File: config.mk
export PLATFORM = sky130hd
export DESIGN_NAME = obi_lsu_manager
export DESIGN_NICKNAME = d
export VERILOG_FILES = /design/src/rtl/obi_pkg.sv /design/src/rtl/obi_lane_align.sv /design/src/rtl/obi_lsu_manager.sv
export SDC_FILE = /design/constraint.sdc
export NUM_CORES = 1
export LEC_CHECK = 0
export ABC_AREA = 1
export CAP_MARGIN = 20
export CORE_AREA = 2 2 157 159
export CTS_CLUSTER_SIZE = 8
export DETAILED_ROUTE_END_ITERATION = 10
export DIE_AREA = 0 0 159 161
export DONT_BUFFER_PORTS = 1
export GPL_ROUTABILITY_DRIVEN = 0
export PLACE_DENSITY_LB_ADDON = 0.05
export SLEW_MARGIN = 40
export SYNTH_ARGS = -nofsm -noshare
export SYNTH_HDL_FRONTEND = slang
export SYNTH_SLANG_ARGS = --single-unit
File: constraint.sdc
create_clock -name clk -period 4.5 [get_ports clk]
set_clock_uncertainty 0.15 [all_clocks]
set_input_delay 0.9 -clock clk [delete_from_list [all_inputs] [get_ports clk]]
set_output_delay 0.9 -clock clk [all_outputs]
set_load 0.02 [all_outputs]
File: src/rtl/obi_pkg.sv
// Shared types and byte-enable constants for the OBI load/store manager.
// Transfer sizes, FSM states, and a misalignment helper used by the optional error check.
package obi_pkg;

  typedef enum logic [1:0] {
    SIZE_BYTE = 2'b00,
    SIZE_HALF = 2'b01,
    SIZE_WORD = 2'b10,
    SIZE_BAD  = 2'b11
  } size_e;

  typedef enum logic [1:0] {
    ST_IDLE = 2'b00,
    ST_REQ  = 2'b01,
    ST_WAIT = 2'b10,
    ST_RESP = 2'b11
  } state_e;

  localparam logic [3:0] BE_BYTE    = 4'b0001;
  localparam logic [3:0] BE_HALF_LO = 4'b0011;
  localparam logic [3:0] BE_HALF_HI = 4'b1100;
  localparam logic [3:0] BE_WORD    = 4'b1111;

  function automatic logic misaligned(input size_e size, input logic [1:0] off);
    return ((size == SIZE_HALF) && off[0]) || ((size == SIZE_WORD) && (off != 2'b00));
  endfunction

endpackage

File: src/rtl/obi_lane_align.sv
// Byte-lane steering: store-side byte enables and lane replication, load-side extract and extend.
// Purely combinational; an undefined size yields all-zero outputs.
module obi_lane_align
  import obi_pkg::*;
(
  input  size_e       size_i,
  input  logic [1:0]  off_i,
  input  logic        unsigned_i,
  input  logic [31:0] wdata_i,
  input  logic [31:0] rdata_i,
  output logic [3:0]  be_o,
  output logic [31:0] wdata_o,
  output logic [31:0] rdata_o
);

  logic [31:0] rshift;
  logic [7:0]  rbyte;
  logic [15:0] rhalf;

  always_comb begin
    rshift  = rdata_i >> {off_i, 3'b000};
    rbyte   = rshift[7:0];
    rhalf   = off_i[1] ? rdata_i[31:16] : rdata_i[15:0];
    be_o    = '0;
    wdata_o = '0;
    rdata_o = '0;
    case (size_i)
      SIZE_BYTE: begin
        be_o    = BE_BYTE << off_i;
        wdata_o = {4{wdata_i[7:0]}};
        rdata_o = {{24{rbyte[7] & ~unsigned_i}}, rbyte};
      end
      SIZE_HALF: begin
        // off[0] is ignored here; misalignment is policed (or not) by the manager
        be_o    = off_i[1] ? BE_HALF_HI : BE_HALF_LO;
        wdata_o = {2{wdata_i[15:0]}};
        rdata_o = {{16{rhalf[15] & ~unsigned_i}}, rhalf};
      end
      SIZE_WORD: begin
        be_o    = BE_WORD;
        wdata_o = wdata_i;
        rdata_o = rdata_i;
      end
      default: ;
    endcase
  end

endmodule

File: src/rtl/obi_lsu_manager.sv
// OBI manager for a core load/store port: one outstanding transfer, lane steering, response timeout.
// Define OBI_MISALIGN_ERR_EN to reject misaligned half/word accesses without issuing a request.
module obi_lsu_manager
  import obi_pkg::*;
#(
  parameter int unsigned ADDR_WIDTH     = 32,
  parameter int unsigned TIMEOUT_CYCLES = 64
) (
  input  logic                  clk,
  input  logic                  reset,
  input  logic                  cmd_valid_i,
  output logic                  cmd_ready_o,
  input  logic                  cmd_we_i,
  input  logic [1:0]            cmd_size_i,
  input  logic                  cmd_unsigned_i,
  input  logic [ADDR_WIDTH-1:0] cmd_addr_i,
  input  logic [31:0]           cmd_wdata_i,
  output logic                  rsp_valid_o,
  output logic [31:0]           rsp_rdata_o,
  output logic                  rsp_err_o,
  output logic                  obi_req_o,
  input  logic                  obi_gnt_i,
  output logic [ADDR_WIDTH-1:0] obi_addr_o,
  output logic                  obi_we_o,
  output logic [3:0]            obi_be_o,
  output logic [31:0]           obi_wdata_o,
  input  logic                  obi_rvalid_i,
  input  logic [31:0]           obi_rdata_i,
  input  logic                  obi_err_i
);

  localparam int unsigned    CNT_W    = (TIMEOUT_CYCLES > 1) ? $clog2(TIMEOUT_CYCLES) : 1;
  localparam logic [CNT_W-1:0] CNT_LOAD = CNT_W'((TIMEOUT_CYCLES > 0) ? TIMEOUT_CYCLES - 1 : 0);
  localparam bit             TO_EN    = (TIMEOUT_CYCLES != 0);

  state_e                state_q, state_d;
  logic [ADDR_WIDTH-1:0] addr_q, addr_d;
  logic                  we_q, we_d;
  logic [3:0]            be_q, be_d;
  logic [31:0]           wdata_q, wdata_d;
  size_e                 size_q, size_d;
  logic [1:0]            off_q, off_d;
  logic                  uns_q, uns_d;
  logic [31:0]           rdata_q, rdata_d;
  logic                  err_q, err_d;
  logic [CNT_W-1:0]      cnt_q, cnt_d;

  size_e       cmd_size;
  size_e       al_size;
  logic [1:0]  al_off;
  logic        al_uns;
  logic [3:0]  al_be;
  logic [31:0] al_wdata;
  logic [31:0] al_rdata;
  logic        cmd_bad;

  assign cmd_size = size_e'(cmd_size_i);

  // One aligner serves both directions: command fields while idle, captured fields afterwards
  assign al_size = (state_q == ST_IDLE) ? cmd_size : size_q;
  assign al_off  = (state_q == ST_IDLE) ? cmd_addr_i[1:0] : off_q;
  assign al_uns  = (state_q == ST_IDLE) ? cmd_unsigned_i : uns_q;

  obi_lane_align u_align (
    .size_i     (al_size),
    .off_i      (al_off),
    .unsigned_i (al_uns),
    .wdata_i    (cmd_wdata_i),
    .rdata_i    (obi_rdata_i),
    .be_o       (al_be),
    .wdata_o    (al_wdata),
    .rdata_o    (al_rdata)
  );

`ifdef OBI_MISALIGN_ERR_EN
  assign cmd_bad = (cmd_size == SIZE_BAD) || misaligned(cmd_size, cmd_addr_i[1:0]);
`else
  assign cmd_bad = (cmd_size == SIZE_BAD);
`endif

  always_comb begin
    state_d     = state_q;
    addr_d      = addr_q;
    we_d        = we_q;
    be_d        = be_q;
    wdata_d     = wdata_q;
    size_d      = size_q;
    off_d       = off_q;
    uns_d       = uns_q;
    rdata_d     = rdata_q;
    err_d       = err_q;
    cnt_d       = cnt_q;
    cmd_ready_o = 1'b0;
    obi_req_o   = 1'b0;
    rsp_valid_o = 1'b0;
    case (state_q)
      ST_IDLE: begin
        cmd_ready_o = 1'b1;
        if (cmd_valid_i) begin
          if (cmd_bad) begin
            rdata_d = '0;
            err_d   = 1'b1;
            state_d = ST_RESP;
          end else begin
            addr_d  = cmd_addr_i;
            we_d    = cmd_we_i;
            be_d    = al_be;
            wdata_d = al_wdata;
            size_d  = cmd_size;
            off_d   = cmd_addr_i[1:0];
            uns_d   = cmd_unsigned_i;
            state_d = ST_REQ;
          end
        end
      end
      ST_REQ: begin
        obi_req_o = 1'b1;
        if (obi_gnt_i) begin
          cnt_d   = CNT_LOAD;
          state_d = ST_WAIT;
        end
      end
      ST_WAIT: begin
        // A response landing on the terminal cycle still wins over the timeout
        if (obi_rvalid_i) begin
          err_d   = obi_err_i;
          rdata_d = (obi_err_i || we_q) ? '0 : al_rdata;
          state_d = ST_RESP;
        end else if (TO_EN && (cnt_q == '0)) begin
          err_d   = 1'b1;
          rdata_d = '0;
          state_d = ST_RESP;
        end else if (cnt_q != '0) begin
          cnt_d = cnt_q - 1'b1;
        end
      end
      ST_RESP: begin
        rsp_valid_o = 1'b1;
        state_d     = ST_IDLE;
      end
      default: state_d = ST_IDLE;
    endcase
  end

  always_ff @(posedge clk or posedge reset) begin
    if (reset) begin
      state_q <= ST_IDLE;
      addr_q  <= '0;
      we_q    <= 1'b0;
      be_q    <= '0;
      wdata_q <= '0;
      size_q  <= SIZE_BYTE;
      off_q   <= '0;
      uns_q   <= 1'b0;
      rdata_q <= '0;
      err_q   <= 1'b0;
      cnt_q   <= '0;
    end else begin
      state_q <= state_d;
      addr_q  <= addr_d;
      we_q    <= we_d;
      be_q    <= be_d;
      wdata_q <= wdata_d;
      size_q  <= size_d;
      off_q   <= off_d;
      uns_q   <= uns_d;
      rdata_q <= rdata_d;
      err_q   <= err_d;
      cnt_q   <= cnt_d;
    end
  end

  assign obi_addr_o  = addr_q;
  assign obi_we_o    = we_q;
  assign obi_be_o    = be_q;
  assign obi_wdata_o = wdata_q;
  assign rsp_rdata_o = rdata_q;
  assign rsp_err_o   = err_q;

endmodule

==> metrics.sh <==
STATUS='completed'
CRITICAL_PATH.MOST_COMMON_CELL='sky130_fd_sc_hd__nand2_1'
FILLCELLCOUNT=2710
WORSTREG2REGSTART='state_q[0]$_DFFE_PP0P_'
SYNTH_SEQ_AREA_SHARE_PCT=47.8
SYNTH-SEQ-CELLS=113
INITIAL_UTILIZATION_PCT=24.7
AVGVIACOUNTPERCELL=4.48
SYNTH_NETS=950
RRSETUPSLACK_NS=1.25
LAYOUT-DRIVE-GT1-SHARE_PCT=6.67
ARRIVAL_NS=3.45
POST_SYNTH.CELL_AREA_AVG_SQ_UM=7.05
ENDPOINTS_FAILING_SETUP=0
CP.DEPTH=12
CP_NUM_BUF_INV=3
WORST_R2R_ENDPOINT='rsp_rdata_o[22]$_DFFE_PP0P_'
DRCVIOLATIONCOUNT=0
UNREPAIRED_SETUP_ENDPOINTS_AFTER_GLOBAL_ROUTING='false'
HOLD_VIOL_FINAL=0
FINAL_CRITICAL_PATH_SHARE_OF_THE_CLOCK_PERIOD_PCT=72.2
FIRST_PASS_GRT_WIRE_LENGTH_UM=30900
DIE_W_UM=159
WORST_SKEW_PAIR_LATER_PIN_LATENCY_NS=0.41
GRT_MAX_DEGREE=75
SETUP_TOTAL_NEGATIVE_SLACK_NS=0
DIE_AREA_SQ_MM=0.0256
FIRST_PASS_ITERS=4
CLK_ROOT_BUFFER_CELL='sky130_fd_sc_hd__clkbuf_16'
POWER-PER-CELL-AREA_mW_PER_MM2=846
CAP_VIOLATIONS=0
POSTROUTEWIRELENGTH_UM=19800
DESIGN.PORTCOUNT=211
DRT_FIRST_ITER_VIOLATIONS=308
FIRST_GLOBAL_VIAS=5327
FLOW.AREA_GROWTH_FROM_SYNTHESIS_PCT=15.2
POST-LAYOUT-TOTAL-POWER_W=0.00576
NETLIST_AREA_SQ_MM=0.00591
WORST_EP_REQUIRED_TIME_NS=4.70
SLOWEST_DELAY_NS=0.68
CLOCK_SINK_COUNT=113
WORSTMARGINPINSLEW_NS=0.770
CP-END-KIND='flop'
DR_TOTAL_VIAS=5216
WORSTSETUPPATHTYPE='reg2reg'
FINAL.MIN_CLOCK_PERIOD_NS=3.25
ANTENNA_FOUND_INITIAL=0
VDD_IR_DROP_MAX_mV=0.264
MAXSLEWHEADROOM_PCT=48.7
PLACEMENT_ROWS=57
MAXSLEWVIOLCOUNT=0
POSTCTSSETUPBUFFERS=0
NETLIST_INSTANCES=838
WORST_SETUP_HOLD_PATH_CLK_SLEW_NS=0.06
FINAL_NETS=938
H-TREE-DEPTH=4
WORSTHOLDPATHTYPE='in2async'
CTS_MADE_BUFFERS=17
AREA_OF_THE_MULTI_INPUT_GATES_SQ_MM=0.00269
CRITICAL-PATH-TOP-DELAY-FAMILY='simple AND/OR/NAND/NOR gates'
OVERFLOW=0
COREAREA_SQ_MM=0.0240
CTS-ROOT-TO-SINK-BUFFERS=2
POST_CTS_RESIZED=0
BUFFERS_ADDED_ON_PORTS=0
PLACE.DETAILED.HPWL_UM=14000
MAXCLOCKFREQUENCY_MHz=308
CTS_TREE='built'
FF2FF_PATH_DEPTH=12
SYNTHDISTINCTLIBCELLS=26
SYNTH.YOSYS.WARNINGS=0
ANTENNA_CELLS=0
FINAL-SEQ-AREA_SQ_MM=0.00283
POWER_LEAKAGE_nW=3.60
WL_PER_CELL_UM=17.0
CTS_HOLD_REPAIR.BUFFERS=0
PATH_MAX_FANOUT=20
DIE_SPAN_IN_Y_UM=161
WORSTPATHCELLLIST='inv_1 > ha_1 > inv_2 > nand2_1 > nand2_2 > inv_2 > nand2_2 > nor2_2 > nor2_1 > nand2_1 > nand2_1 > nand2_1'
ANTENNA_VIOLATING_NETS_LEFT=0
CRIT_PATH_TOP_DELAY_CELL='sky130_fd_sc_hd__nor2_2'
STARTPOINT_TYPE='flop'
GLOBAL_ROUTE.USAGE.TOTAL_PCT=15.7
## area by class of cell
cell class	instances	share of cell area, %
multi-input cells	634	39.5
inverters	51	2.90
repair buffers	9	0.992
flip-flops and latches	113	41.5
clock buffers	18	6.45
well taps	324	5.95
clock inverters	14	2.65
## metal layers
metal	up-vias	GRT usage [%]	routed length (um)
li1	2554	-	-
met1	2486	18.5	8210
met2	168	25.3	9200
met3	8	8.12	2220
met4	0	4.01	163
met5	-	0	0
## sequential cells by signal, indices dropped and copies added, names as in the netlist
register and count:
obi_addr_o 32, rsp_rdata_o 32, state_q 2, size_q 2, obi_we_o 1, uns_q 1, obi_be_o 4, rsp_err_o 1
cnt_q 6, obi_wdata_o 32
## where the power goes
group          internal, W  switching, W
Clock             0.000895      0.000549
Combinational     0.000684       0.00153
Sequential         0.00139      0.000716
## stage by stage
stage	hold WS [ns]	utilization [%]	instances	setup slack, ns	cell area [sq um]
floorplan	0.298	-	838	0.463	5910
global placement	0.326	25.8	1131	1.27	6190
detailed placement	0.322	25.8	1131	1.23	6190
CTS	0.327	28.4	1163	1.21	6810
global route	0.335	28.4	1163	0.972	6810
finish	0.300	28.4	1163	1.25	6810
## cell usage in the layout, fill, tap and decap left out
cell,n
sky130_fd_sc_hd__nor3_1,1
sky130_fd_sc_hd__inv_1,45
sky130_fd_sc_hd__clkinvlp_4,2
sky130_fd_sc_hd__clkbuf_16,17
sky130_fd_sc_hd__nor2_4,1
sky130_fd_sc_hd__o21a_1,15
sky130_fd_sc_hd__inv_6,4
sky130_fd_sc_hd__nand3_1,36
sky130_fd_sc_hd__buf_4,9
sky130_fd_sc_hd__a21boi_0,8
sky130_fd_sc_hd__o21ai_0,53
sky130_fd_sc_hd__ha_1,6
sky130_fd_sc_hd__clkinv_1,1
sky130_fd_sc_hd__dfrtp_1,113
sky130_fd_sc_hd__clkinv_2,2
sky130_fd_sc_hd__bufinv_16,3
sky130_fd_sc_hd__o21ai_2,1
sky130_fd_sc_hd__nand2_2,4
sky130_fd_sc_hd__nand3_2,1
sky130_fd_sc_hd__nand4_1,2
sky130_fd_sc_hd__a21oi_1,4
sky130_fd_sc_hd__o21ai_1,1
sky130_fd_sc_hd__nor2_2,3
sky130_fd_sc_hd__clkbuf_8,1
sky130_fd_sc_hd__inv_2,3
sky130_fd_sc_hd__xor2_1,3
sky130_fd_sc_hd__clkinv_4,5
sky130_fd_sc_hd__nor2_1,75
sky130_fd_sc_hd__nand2_1,420
## synthesized netlist by cell type
cell                       instances  area [sq um]
sky130_fd_sc_hd__a21oi_1           4          20.0
sky130_fd_sc_hd__nor2_4            1          11.3
sky130_fd_sc_hd__clkbuf_1         20          75.1
sky130_fd_sc_hd__nand2_2           3          18.8
sky130_fd_sc_hd__ha_1              6          75.1
sky130_fd_sc_hd__nor2_2            2          12.5
sky130_fd_sc_hd__nand3_2           1          10.0
sky130_fd_sc_hd__o21ai_0          53           265
sky130_fd_sc_hd__inv_2             4          15.0
sky130_fd_sc_hd__nand3_1          36           180
sky130_fd_sc_hd__buf_1             1          3.75
sky130_fd_sc_hd__o21ai_2           1          8.76
sky130_fd_sc_hd__nand4_1           2          12.5
sky130_fd_sc_hd__nand2_1         421          1580
sky130_fd_sc_hd__xor2_1            3          26.3
sky130_fd_sc_hd__buf_2            13          65.1
sky130_fd_sc_hd__inv_1            46           173
sky130_fd_sc_hd__clkinv_1          1          3.75
sky130_fd_sc_hd__a21boi_0          8          60.1
sky130_fd_sc_hd__buf_6             4          45.0
sky130_fd_sc_hd__nor2_1           76           285
sky130_fd_sc_hd__nor3_1            1          5.00
sky130_fd_sc_hd__dfrtp_1         113          2830
sky130_fd_sc_hd__buf_4             2          15.0
sky130_fd_sc_hd__o21a_1           15           113
sky130_fd_sc_hd__o21ai_1           1          5.00
## how the worst max path moves through the flow
| stage | from | endpoint | slack [ns] |
|---|---|---|---|
| 6_report | state_q[0]$_DFFE_PP0P_ | rsp_rdata_o[22]$_DFFE_PP0P_ | 1.25 |
| 5_1_grt | state_q[1]$_DFFE_PP0P_ | rsp_rdata_o[22]$_DFFE_PP0P_ | 0.97 |
| 4_1_cts | state_q[0]$_DFFE_PP0P_ | rsp_rdata_o[22]$_DFFE_PP0P_ | 1.21 |
| 3_5_place_dp | state_q[0]$_DFFE_PP0P_ | rsp_rdata_o[22]$_DFFE_PP0P_ | 1.23 |
| 3_3_place_gp | state_q[0]$_DFFE_PP0P_ | rsp_rdata_o[22]$_DFFE_PP0P_ | 1.27 |
| 2_1_floorplan | reset | cnt_q[0]$_DFFE_PP0P_ | 0.46 |
## cell families (layout without fill, tap and decap cells)
logic type,Yosys count,after routing,synth area share (%)
AO/OA/AOI/OAI,82,82,7.98
XOR/XNOR,3,3,0.445
adder cells (fa/ha/maj),6,6,1.27
buffers and inverters,91,92,6.69
flip-flops,113,113,47.8
AND/OR/NAND/NOR,543,543,35.8
(Power assumes the default switching activity.)
